`src/rtl/exe_muldiv_unit.sv`:
```
// exe_muldiv_unit
//   Multi-cycle RV32M execute unit that sits beside the single-cycle ALU.
//   It executes MUL/MULH/MULHSU/MULHU with a fixed latency. It executes
//   DIV/DIVU/REM/REMU with an iterative restoring divider. Divide-by-zero and
//   signed overflow exit early with a one-cycle result.
//
// Ports
//   clk, rst_n           rising-edge clock, asynchronous active-low reset
//   flush                kills any in-flight operation; a request in the same cycle is dropped
//   in_valid / in_ready  request handshake
//   function_3           RV32M funct3 (000 MUL .. 011 MULHU, 100 DIV .. 111 REMU)
//   rs1_data, rs2_data   operands (dividend/multiplicand, divisor/multiplier)
//   rd_addr              destination tag, returned with the result on out_rd
//   out_valid/out_ready  result handshake; out_data/out_rd are held while stalled
//   busy                 high whenever the unit is not idle
module exe_muldiv_unit #(
  parameter int XLEN        = 32,
  parameter int MUL_LATENCY = 2,
  parameter int DIV_BITS    = 1
) (
  input  logic            clk,
  input  logic            rst_n,
  input  logic            flush,
  input  logic            in_valid,
  output logic            in_ready,
  input  logic [2:0]      function_3,
  input  logic [XLEN-1:0] rs1_data,
  input  logic [XLEN-1:0] rs2_data,
  input  logic [4:0]      rd_addr,
  output logic            out_valid,
  input  logic            out_ready,
  output logic [XLEN-1:0] out_data,
  output logic [4:0]      out_rd,
  output logic            busy
);

  localparam int DIV_STEPS = XLEN / DIV_BITS;
  localparam int CNT_MAX   = (DIV_STEPS > MUL_LATENCY) ? DIV_STEPS : MUL_LATENCY;
  localparam int CNT_W     = $clog2(CNT_MAX + 1);

  localparam logic [XLEN-1:0]  ALL_ONES = {XLEN{1'b1}};
  localparam logic [XLEN-1:0]  ALL_ZERO = {XLEN{1'b0}};
  localparam logic [XLEN-1:0]  ONE      = {{(XLEN-1){1'b0}}, 1'b1};
  localparam logic [XLEN-1:0]  INT_MIN  = {1'b1, {(XLEN-1){1'b0}}};
  localparam logic [CNT_W-1:0] CNT_ZERO = {CNT_W{1'b0}};
  localparam logic [CNT_W-1:0] CNT_ONE  = CNT_W'(1);
  localparam logic [CNT_W-1:0] CNT_MUL  = CNT_W'(MUL_LATENCY - 1);
  localparam logic [CNT_W-1:0] CNT_DIV  = CNT_W'(DIV_STEPS - 1);

  typedef enum logic [2:0] {
    S_IDLE = 3'd0,
    S_MUL  = 3'd1,
    S_DIV  = 3'd2,
    S_FIX  = 3'd3,
    S_DONE = 3'd4
  } state_t;

  // Two's-complement negation.
  function automatic logic [XLEN-1:0] f_neg(input logic [XLEN-1:0] v);
    return ~v + ONE;
  endfunction

  // Full-width product of sign- or zero-extended operands, then pick low/high half.
  // f[1:0]: 00 MUL (low half), 01 MULH (s x s), 10 MULHSU (s x u), 11 MULHU (u x u).
  function automatic logic [XLEN-1:0] f_mul(input logic [1:0] f,
                                            input logic [XLEN-1:0] a,
                                            input logic [XLEN-1:0] b);
    logic              a_sgn;
    logic              b_sgn;
    logic [2*XLEN-1:0] a_ext;
    logic [2*XLEN-1:0] b_ext;
    logic [2*XLEN-1:0] prod;
    a_sgn = (f != 2'b11) && a[XLEN-1];
    b_sgn = (f == 2'b01) && b[XLEN-1];
    a_ext = {{XLEN{a_sgn}}, a};
    b_ext = {{XLEN{b_sgn}}, b};
    prod  = a_ext * b_ext;
    return (f == 2'b00) ? prod[XLEN-1:0] : prod[2*XLEN-1:XLEN];
  endfunction

  // DIV_BITS restoring steps. The dividend shifts out of the top of quo.
  // Quotient bits shift into the bottom of quo. Result is {remainder, quotient}.
  function automatic logic [2*XLEN-1:0] f_div_step(input logic [XLEN-1:0] rem,
                                                   input logic [XLEN-1:0] quo,
                                                   input logic [XLEN-1:0] dvsr);
    logic [XLEN:0]   shifted;
    logic [XLEN:0]   diff;
    logic [XLEN-1:0] r;
    logic [XLEN-1:0] q;
    r = rem;
    q = quo;
    for (int i = 0; i < DIV_BITS; i++) begin
      shifted = {r, q[XLEN-1]};
      diff    = shifted - {1'b0, dvsr};
      q       = {q[XLEN-2:0], ~diff[XLEN]};
      r       = diff[XLEN] ? shifted[XLEN-1:0] : diff[XLEN-1:0];
    end
    return {r, q};
  endfunction

  state_t            r_state;
  state_t            w_state_nxt;
  logic [CNT_W-1:0]  r_cnt;
  logic [CNT_W-1:0]  w_cnt_nxt;
  logic [XLEN-1:0]   r_op_a;      // multiplicand, or dividend/quotient shift register
  logic [XLEN-1:0]   r_op_b;      // multiplier, or |divisor|
  logic [XLEN-1:0]   r_rem;       // partial remainder
  logic [2:0]        r_funct3;
  logic [4:0]        r_rd_tag;
  logic              r_neg_q;
  logic              r_neg_r;
  logic [XLEN-1:0]   r_out_data;
  logic [4:0]        r_out_rd;

  logic              w_accept;
  logic              w_signed_div;
  logic              w_a_neg;
  logic              w_b_neg;
  logic [XLEN-1:0]   w_abs_a;
  logic [XLEN-1:0]   w_abs_b;
  logic              w_div_zero;
  logic              w_div_ovf;
  logic              w_special;
  logic [XLEN-1:0]   w_special_res;
  logic [2*XLEN-1:0] w_first_step;
  logic [2*XLEN-1:0] w_next_step;
  logic [XLEN-1:0]   w_fix_q;
  logic [XLEN-1:0]   w_fix_r;
  logic              w_load_op;
  logic              w_load_out;
  logic              w_div_adv;
  logic [XLEN-1:0]   w_res;
  logic [4:0]        w_res_rd;

  assign in_ready  = (r_state == S_IDLE) || ((r_state == S_DONE) && out_ready);
  assign w_accept  = in_valid && in_ready && !flush;
  assign out_valid = (r_state == S_DONE);
  assign busy      = (r_state != S_IDLE);
  assign out_data  = r_out_data;
  assign out_rd    = r_out_rd;

  // Operand conditioning for a divide presented on the inputs this cycle.
  // DIV (100) and REM (110) are the signed divide operations.
  assign w_signed_div = function_3[2] && !function_3[0];
  assign w_a_neg      = w_signed_div && rs1_data[XLEN-1];
  assign w_b_neg      = w_signed_div && rs2_data[XLEN-1];
  assign w_abs_a      = w_a_neg ? f_neg(rs1_data) : rs1_data;
  assign w_abs_b      = w_b_neg ? f_neg(rs2_data) : rs2_data;
  assign w_div_zero   = (rs2_data == ALL_ZERO);
  assign w_div_ovf    = w_signed_div && (rs1_data == INT_MIN) && (rs2_data == ALL_ONES);
  assign w_special    = w_div_zero || w_div_ovf;
  // function_3[1] selects the remainder. Divide-by-zero gives q = ~0, r = rs1.
  // Signed overflow gives q = rs1, r = 0.
  assign w_special_res = function_3[1] ? (w_div_zero ? rs1_data : ALL_ZERO)
                                       : (w_div_zero ? ALL_ONES : rs1_data);

  // The first quotient step runs in the accept cycle. The remaining steps, plus
  // the FIX cycle, then hit the advertised XLEN/DIV_BITS+1 latency.
  assign w_first_step = f_div_step(ALL_ZERO, w_abs_a, w_abs_b);
  assign w_next_step  = f_div_step(r_rem, r_op_a, r_op_b);

  assign w_fix_q = r_neg_q ? f_neg(r_op_a) : r_op_a;
  assign w_fix_r = r_neg_r ? f_neg(r_rem) : r_rem;

  // Next-state, counter and result-load decode.
  always_comb begin
    w_state_nxt = r_state;
    w_cnt_nxt   = r_cnt;
    w_load_op   = 1'b0;
    w_load_out  = 1'b0;
    w_div_adv   = 1'b0;
    w_res       = r_out_data;
    w_res_rd    = r_rd_tag;
    if (flush) begin
      w_state_nxt = S_IDLE;
      w_cnt_nxt   = CNT_ZERO;
    end else begin
      case (r_state)
        S_IDLE, S_DONE: begin
          if (w_accept) begin
            w_load_op = 1'b1;
            if (!function_3[2]) begin
              if (MUL_LATENCY == 1) begin
                w_state_nxt = S_DONE;
                w_cnt_nxt   = CNT_ZERO;
                w_load_out  = 1'b1;
                w_res       = f_mul(function_3[1:0], rs1_data, rs2_data);
                w_res_rd    = rd_addr;
              end else begin
                w_state_nxt = S_MUL;
                w_cnt_nxt   = CNT_MUL;
              end
            end else if (w_special) begin
              w_state_nxt = S_DONE;
              w_cnt_nxt   = CNT_ZERO;
              w_load_out  = 1'b1;
              w_res       = w_special_res;
              w_res_rd    = rd_addr;
            end else begin
              w_state_nxt = (DIV_STEPS == 1) ? S_FIX : S_DIV;
              w_cnt_nxt   = CNT_DIV;
            end
          end else if ((r_state == S_DONE) && out_ready) begin
            w_state_nxt = S_IDLE;
          end else begin
            w_state_nxt = r_state;
          end
        end
        S_MUL: begin
          w_cnt_nxt = r_cnt - CNT_ONE;
          if (r_cnt == CNT_ONE) begin
            w_state_nxt = S_DONE;
            w_load_out  = 1'b1;
            w_res       = f_mul(r_funct3[1:0], r_op_a, r_op_b);
          end else begin
            w_state_nxt = S_MUL;
          end
        end
        S_DIV: begin
          w_div_adv = 1'b1;
          w_cnt_nxt = r_cnt - CNT_ONE;
          if (r_cnt == CNT_ONE) begin
            w_state_nxt = S_FIX;
          end else begin
            w_state_nxt = S_DIV;
          end
        end
        S_FIX: begin
          w_state_nxt = S_DONE;
          w_load_out  = 1'b1;
          w_res       = r_funct3[1] ? w_fix_r : w_fix_q;
        end
        default: begin
          w_state_nxt = S_IDLE;
          w_cnt_nxt   = CNT_ZERO;
        end
      endcase
    end
  end

  // State and iteration counter.
  always_ff @(posedge clk or negedge rst_n) begin
    if (!rst_n) begin
      r_state <= S_IDLE;
      r_cnt   <= CNT_ZERO;
    end else begin
      r_state <= w_state_nxt;
      r_cnt   <= w_cnt_nxt;
    end
  end

  // Operand capture at accept and divider iteration.
  always_ff @(posedge clk or negedge rst_n) begin
    if (!rst_n) begin
      r_op_a   <= ALL_ZERO;
      r_op_b   <= ALL_ZERO;
      r_rem    <= ALL_ZERO;
      r_funct3 <= 3'b000;
      r_rd_tag <= 5'd0;
      r_neg_q  <= 1'b0;
      r_neg_r  <= 1'b0;
    end else if (w_load_op) begin
      r_funct3 <= function_3;
      r_rd_tag <= rd_addr;
      r_neg_q  <= w_a_neg ^ w_b_neg;
      r_neg_r  <= w_a_neg;
      if (function_3[2]) begin
        r_rem  <= w_first_step[2*XLEN-1:XLEN];
        r_op_a <= w_first_step[XLEN-1:0];
        r_op_b <= w_abs_b;
      end else begin
        r_rem  <= ALL_ZERO;
        r_op_a <= rs1_data;
        r_op_b <= rs2_data;
      end
    end else if (w_div_adv) begin
      r_rem  <= w_next_step[2*XLEN-1:XLEN];
      r_op_a <= w_next_step[XLEN-1:0];
    end else begin
      r_rem  <= r_rem;
      r_op_a <= r_op_a;
    end
  end

  // Result registers, written only when entering DONE.
  always_ff @(posedge clk or negedge rst_n) begin
    if (!rst_n) begin
      r_out_data <= ALL_ZERO;
      r_out_rd   <= 5'd0;
    end else if (w_load_out) begin
      r_out_data <= w_res;
      r_out_rd   <= w_res_rd;
    end else begin
      r_out_data <= r_out_data;
      r_out_rd   <= r_out_rd;
    end
  end

endmodule

```
`config.mk`:
```
export PLATFORM = sky130hd
export DESIGN_NAME = exe_muldiv_unit
export DESIGN_NICKNAME = d
export VERILOG_FILES = /design/src/rtl/exe_muldiv_unit.sv
export SDC_FILE = /design/constraint.sdc
export NUM_CORES = 2
export LEC_CHECK = 0
export BUFFER_PORTS_ARGS = -buffer_cell sky130_fd_sc_hd__buf_4
export CORE_MARGIN = 2
export CORE_UTILIZATION = 45
export CTS_CLUSTER_DIAMETER = 60
export DETAILED_ROUTE_END_ITERATION = 6
export HOLD_SLACK_MARGIN = 0.02
export PLACE_DENSITY = 0.69
export RECOVER_POWER = 100
export SLEW_MARGIN = 15
export SYNTH_ARGS = -nofsm -noshare
export SYNTH_HDL_FRONTEND = slang
export SYNTH_SLANG_ARGS = --single-unit
```
`constraint.sdc`:
```
create_clock -name clk -period 11.4 [get_ports clk]
set_input_delay 1.71 -clock clk [delete_from_list [all_inputs] [get_ports clk]]
set_output_delay 1.71 -clock clk [all_outputs]
set_load 0.02 [all_outputs]
```
==> metrics.md <==
| Metric | Value |
|---|---|
| Period Utilization, post-route | `0.839` |
| Max cap viols | `6` |
| Longest Clk Path Bufs | `2` |
| First-pass GRT wire length | `257 mm` |
| Fmax | `0.105 GHz` |
| Post-synth top flop | `dfrtp_1` |
| Failing checks | `capacitance limit, slew limit` |
| Clk_skew | `0.0174 ns` |
| CP max stage delay | `1.03 ns` |
| Max-slew violations | `378` |
| Main area contributors after synthesis | `fa_1 44%, inv_1 9.2%, nand2_1 7.4%` |
| Worst setup SP type | `register` |
| Placement Rows | `123` |
| Worst Tran Pin Value | `4.75 ns` |
| Yosys top cell by area | `fa_1` |
| Rel. slew slack | `-2.17` |
| Gr ovfl total | `0` |
| Setup total negative slack | `0 ns` |
| Yosys warns | `0` |
| Cells after synthesis | `6,052` |
| Initial Utilization | `0.455` |
| Setup-failing EPs final | `0` |
| DRT iter0 DRCs | `3,588` |
| CP Buf/Inv Count | `2` |
| Synth Area in Compound Gates | `0.0895` |
| Crit path max fanout | `22` |
| CP endpoint kind | `register` |
| Most common cell after layout, fill and taps aside | `inv_1` |
| Clock root buffer master | `clkbuf_16` |
| Core Area | `113,000 µm²` |
| Antenna violations before repair | `7` |
| Status | `complete, but fails checks` |
| Drt first pass iters | `6` |
| Total Wirelength | `163 mm` |
| Largest net degree at the start of global routing | `78` |
| CP arrival | `9.88 ns` |
| DR vias | `41,900` |
| H-tree depth | `4` |
| Fraction of the mapped netlist area in adder cells | `0.507` |
| Multiplexer share of the synthesized area | `0.00853` |
| Hold Fails Final Rpt | `0` |
| Library cells used by synthesis | `76` |
| DR WL/cell | `22.0 µm` |
| Layout Nets | `7,366` |
| Skew-Pair Late Insertion Delay | `0.47 ns` |
| Syn Nets | `7,509` |
| Cell mode on critical path | `fa_1` |
| Remaining DRCs | `0` |
| CP Data Required Time | `11.72 ns` |
| Post-synth EDFFs | `0` |
| Synthesized area | `51,200 µm²` |
| Area Growth Syn to Fin | `4.98%` |
| FF+latch area | `3780 µm²` |
| Vias in the first global route | `44,100` |
| Die height | `341 µm` |
| Average size of a mapped cell | `8.46 µm²` |
| Detail Route Antenna Nets | `0` |
| Post-Synth XOR/XNOR Area | `0.0349` |
| Hold Crit Class | `reg -> reg` |
| Main combinational cell family by area after synthesis | `adder cells` |
| Top cell type's share of synthesized area | `0.440` |
| Cell Chain, Critical Path | `clkbuf_1 > nand2_1 > fa_1 > fa_1 > inv_1 > fa_1 > fa_1 > fa_1 > ha_1 > fa_1 > fa_1 > ha_1 > and4_1 > nand2_1 > nor4bb_1 > nor3b_1 > o21ai_0 > o21ai_0 > o41ai_1 > xor2_1 > a211oi_1 > o21ai_0` |
| Input/output buffers | `116` |
| Die X | `341 µm` |
| Hpwl dp | `133 mm` |
| Global Route Usage Sum | `0.287` |
| FFs w/ async S/R, synth | `1.00` |
| TritonCTS Buffers | `17` |
| TritonCTS clock tree | `built` |
| Vias/cell | `5.64` |
| Final hold slack | `0.480 ns` |
| Reg clk slew, reported paths | `0.08 ns` |
| Post-synthesis sequential area ratio | `0.0738` |
| Min Tclk post-route | `9.56 ns` |
| Cts repair resizes | `0` |
| RSZ-0062 raised after global routing | `no` |
| Final GP Congestion | `0.991` |
| Most frequent cells in the layout | `1,261 x inv_1, 1,126 x fa_1, 1,012 x nand2_1, 299 x nor2_1, 254 x ha_1` |
| Num ports | `117` |
| Post-CTS Setup Bufs | `0` |
| WS Path Type | `reg -> reg` |
| # hold bufs at CTS | `0` |
| Worst path top cell family by delay | `adder cells` |
| Share of post-route cells with drive strength above 1 | `0.0424` |
| CP max-delay cell | `dfrtp_1` |
| Simple-gate share of the synthesized area | `0.165` |
| Die Footprint | `117,000 µm²` |
| # fillers | `10,900` |
| Area of the multi-input gates | `41,300 µm²` |
| CTS sink cnt | `151` |
| Yosys reg bits | `151` |
-- metal layers --
layer / up-vias / part of all wire / GRT usage / wire (µm)
met5: - / 0.000080 / 0 / 13
met4: 2 / 0.041 / 0.110 / 6670
met3: 293 / 0.081 / 0.0417 / 13300
met2: 1809 / 0.47 / 0.469 / 76500
met1: 21600 / 0.41 / 0.386 / 66700
li1: 18100 / - / - / -
-- synthesized netlist by cell type (6+ instances only) --
| library cell | instances |
|---|---|
| ha_1 | 254 |
| a311oi_1 | 6 |
| o21ai_0 | 179 |
| xor2_1 | 72 |
| a41oi_1 | 8 |
| inv_1 | 1261 |
| mux2i_1 | 38 |
| a211oi_1 | 40 |
| and2_1 | 236 |
| o21bai_1 | 16 |
| nand3_1 | 44 |
| or3_1 | 25 |
| nor2b_1 | 11 |
| buf_1 | 53 |
| nand4_1 | 31 |
| or2_2 | 19 |
| xnor2_1 | 132 |
| o21a_1 | 14 |
| a221oi_1 | 14 |
| nand3b_1 | 7 |
| o22a_1 | 15 |
| o211ai_1 | 16 |
| a2111oi_0 | 6 |
| o31ai_1 | 28 |
| nor3_1 | 59 |
| and3_1 | 29 |
| nand2_1 | 1012 |
| maj3_1 | 26 |
| a31oi_1 | 54 |
| a221o_1 | 6 |
| o41ai_1 | 20 |
| nor2_1 | 300 |
| a21oi_1 | 200 |
| nor4_1 | 31 |
| a21o_1 | 31 |
| dfrtp_1 | 151 |
| fa_1 | 1126 |
| or4_1 | 22 |
| nand2b_1 | 24 |
| o22ai_1 | 18 |
| clkbuf_1 | 331 |
-- worst reg2reg max path, delay by kind of cell, from the launching register on --
family	cells	cell delay (ns)
XOR/XNOR	1	0.21
buffers and inverters	2	0.84
adder cells (fa/ha/maj)	9	4.04
AND/OR/NAND/NOR	5	1.55
AO/OA/AOI/OAI	5	1.75
flip-flops	1	1.03
-- registers in the layout, summed over array words and instances, names as in the netlist --
| register | cells |
|---|---|
| r_funct3 | 2 |
| r_neg_r | 1 |
| r_neg_q | 1 |
| r_op_b | 32 |
| r_state | 3 |
| r_rd_tag | 5 |
| out_rd | 5 |
| r_cnt | 6 |
| r_rem | 32 |
| r_op_a | 32 |
| out_data | 32 |
-- layout make-up --
type,instances,share of cell area
Antenna cell,1,0.0000465
Clock buffer,17,0.00791
Clock inverter,15,0.00305
Inverter,1262,0.0881
Multi-Input combinational cell,4253,0.768
Sequential cell,151,0.0703
Tap cell,1500,0.0349
Timing Repair Buffer,224,0.0281
-- cells by family after synthesis --
kind of cell / Yosys count
and+or+nand+nor: 1877
adders and majority gates: 1406
buffers and inverters: 1648
xor gates and xnor gates: 204
AOI/OAI and AO/OA: 723
muxes: 43
DFF: 151
-- through the flow --
stage	cell area, µm²	worst slack, ns	cells	util
3_5_place_dp	53400	2.03	7390	0.474
2_1_floorplan	51200	2.85	6052	-
3_3_place_gp	53400	2.18	7390	0.474
4_1_cts	54000	1.99	7422	0.479
5_1_grt	53800	0.830	7422	0.477
6_report	53800	1.84	7423	0.477
-- path summary, 6_finish.rpt --
kind	startpoint	endpoint	slack (ns)	cells after the start
worst max-delay path	r_op_b[4]	out_data[10]	1.84	22
worst min-delay path	r_rd_tag[2]	r_rd_tag[2]	0.48	2
worst max register to register	r_op_b[4]	out_data[10]	1.84	22
worst min register to register	r_rd_tag[2]	r_rd_tag[2]	0.48	2
max in group asynchronous	rst_n	r_rem[5]	2.23	2
min in group asynchronous	rst_n	out_rd[2]	2.95	1
Power is left out: the tool's default activity adds up to more than one toggle a clock period on the data nets, which glitch-free logic cannot reach.
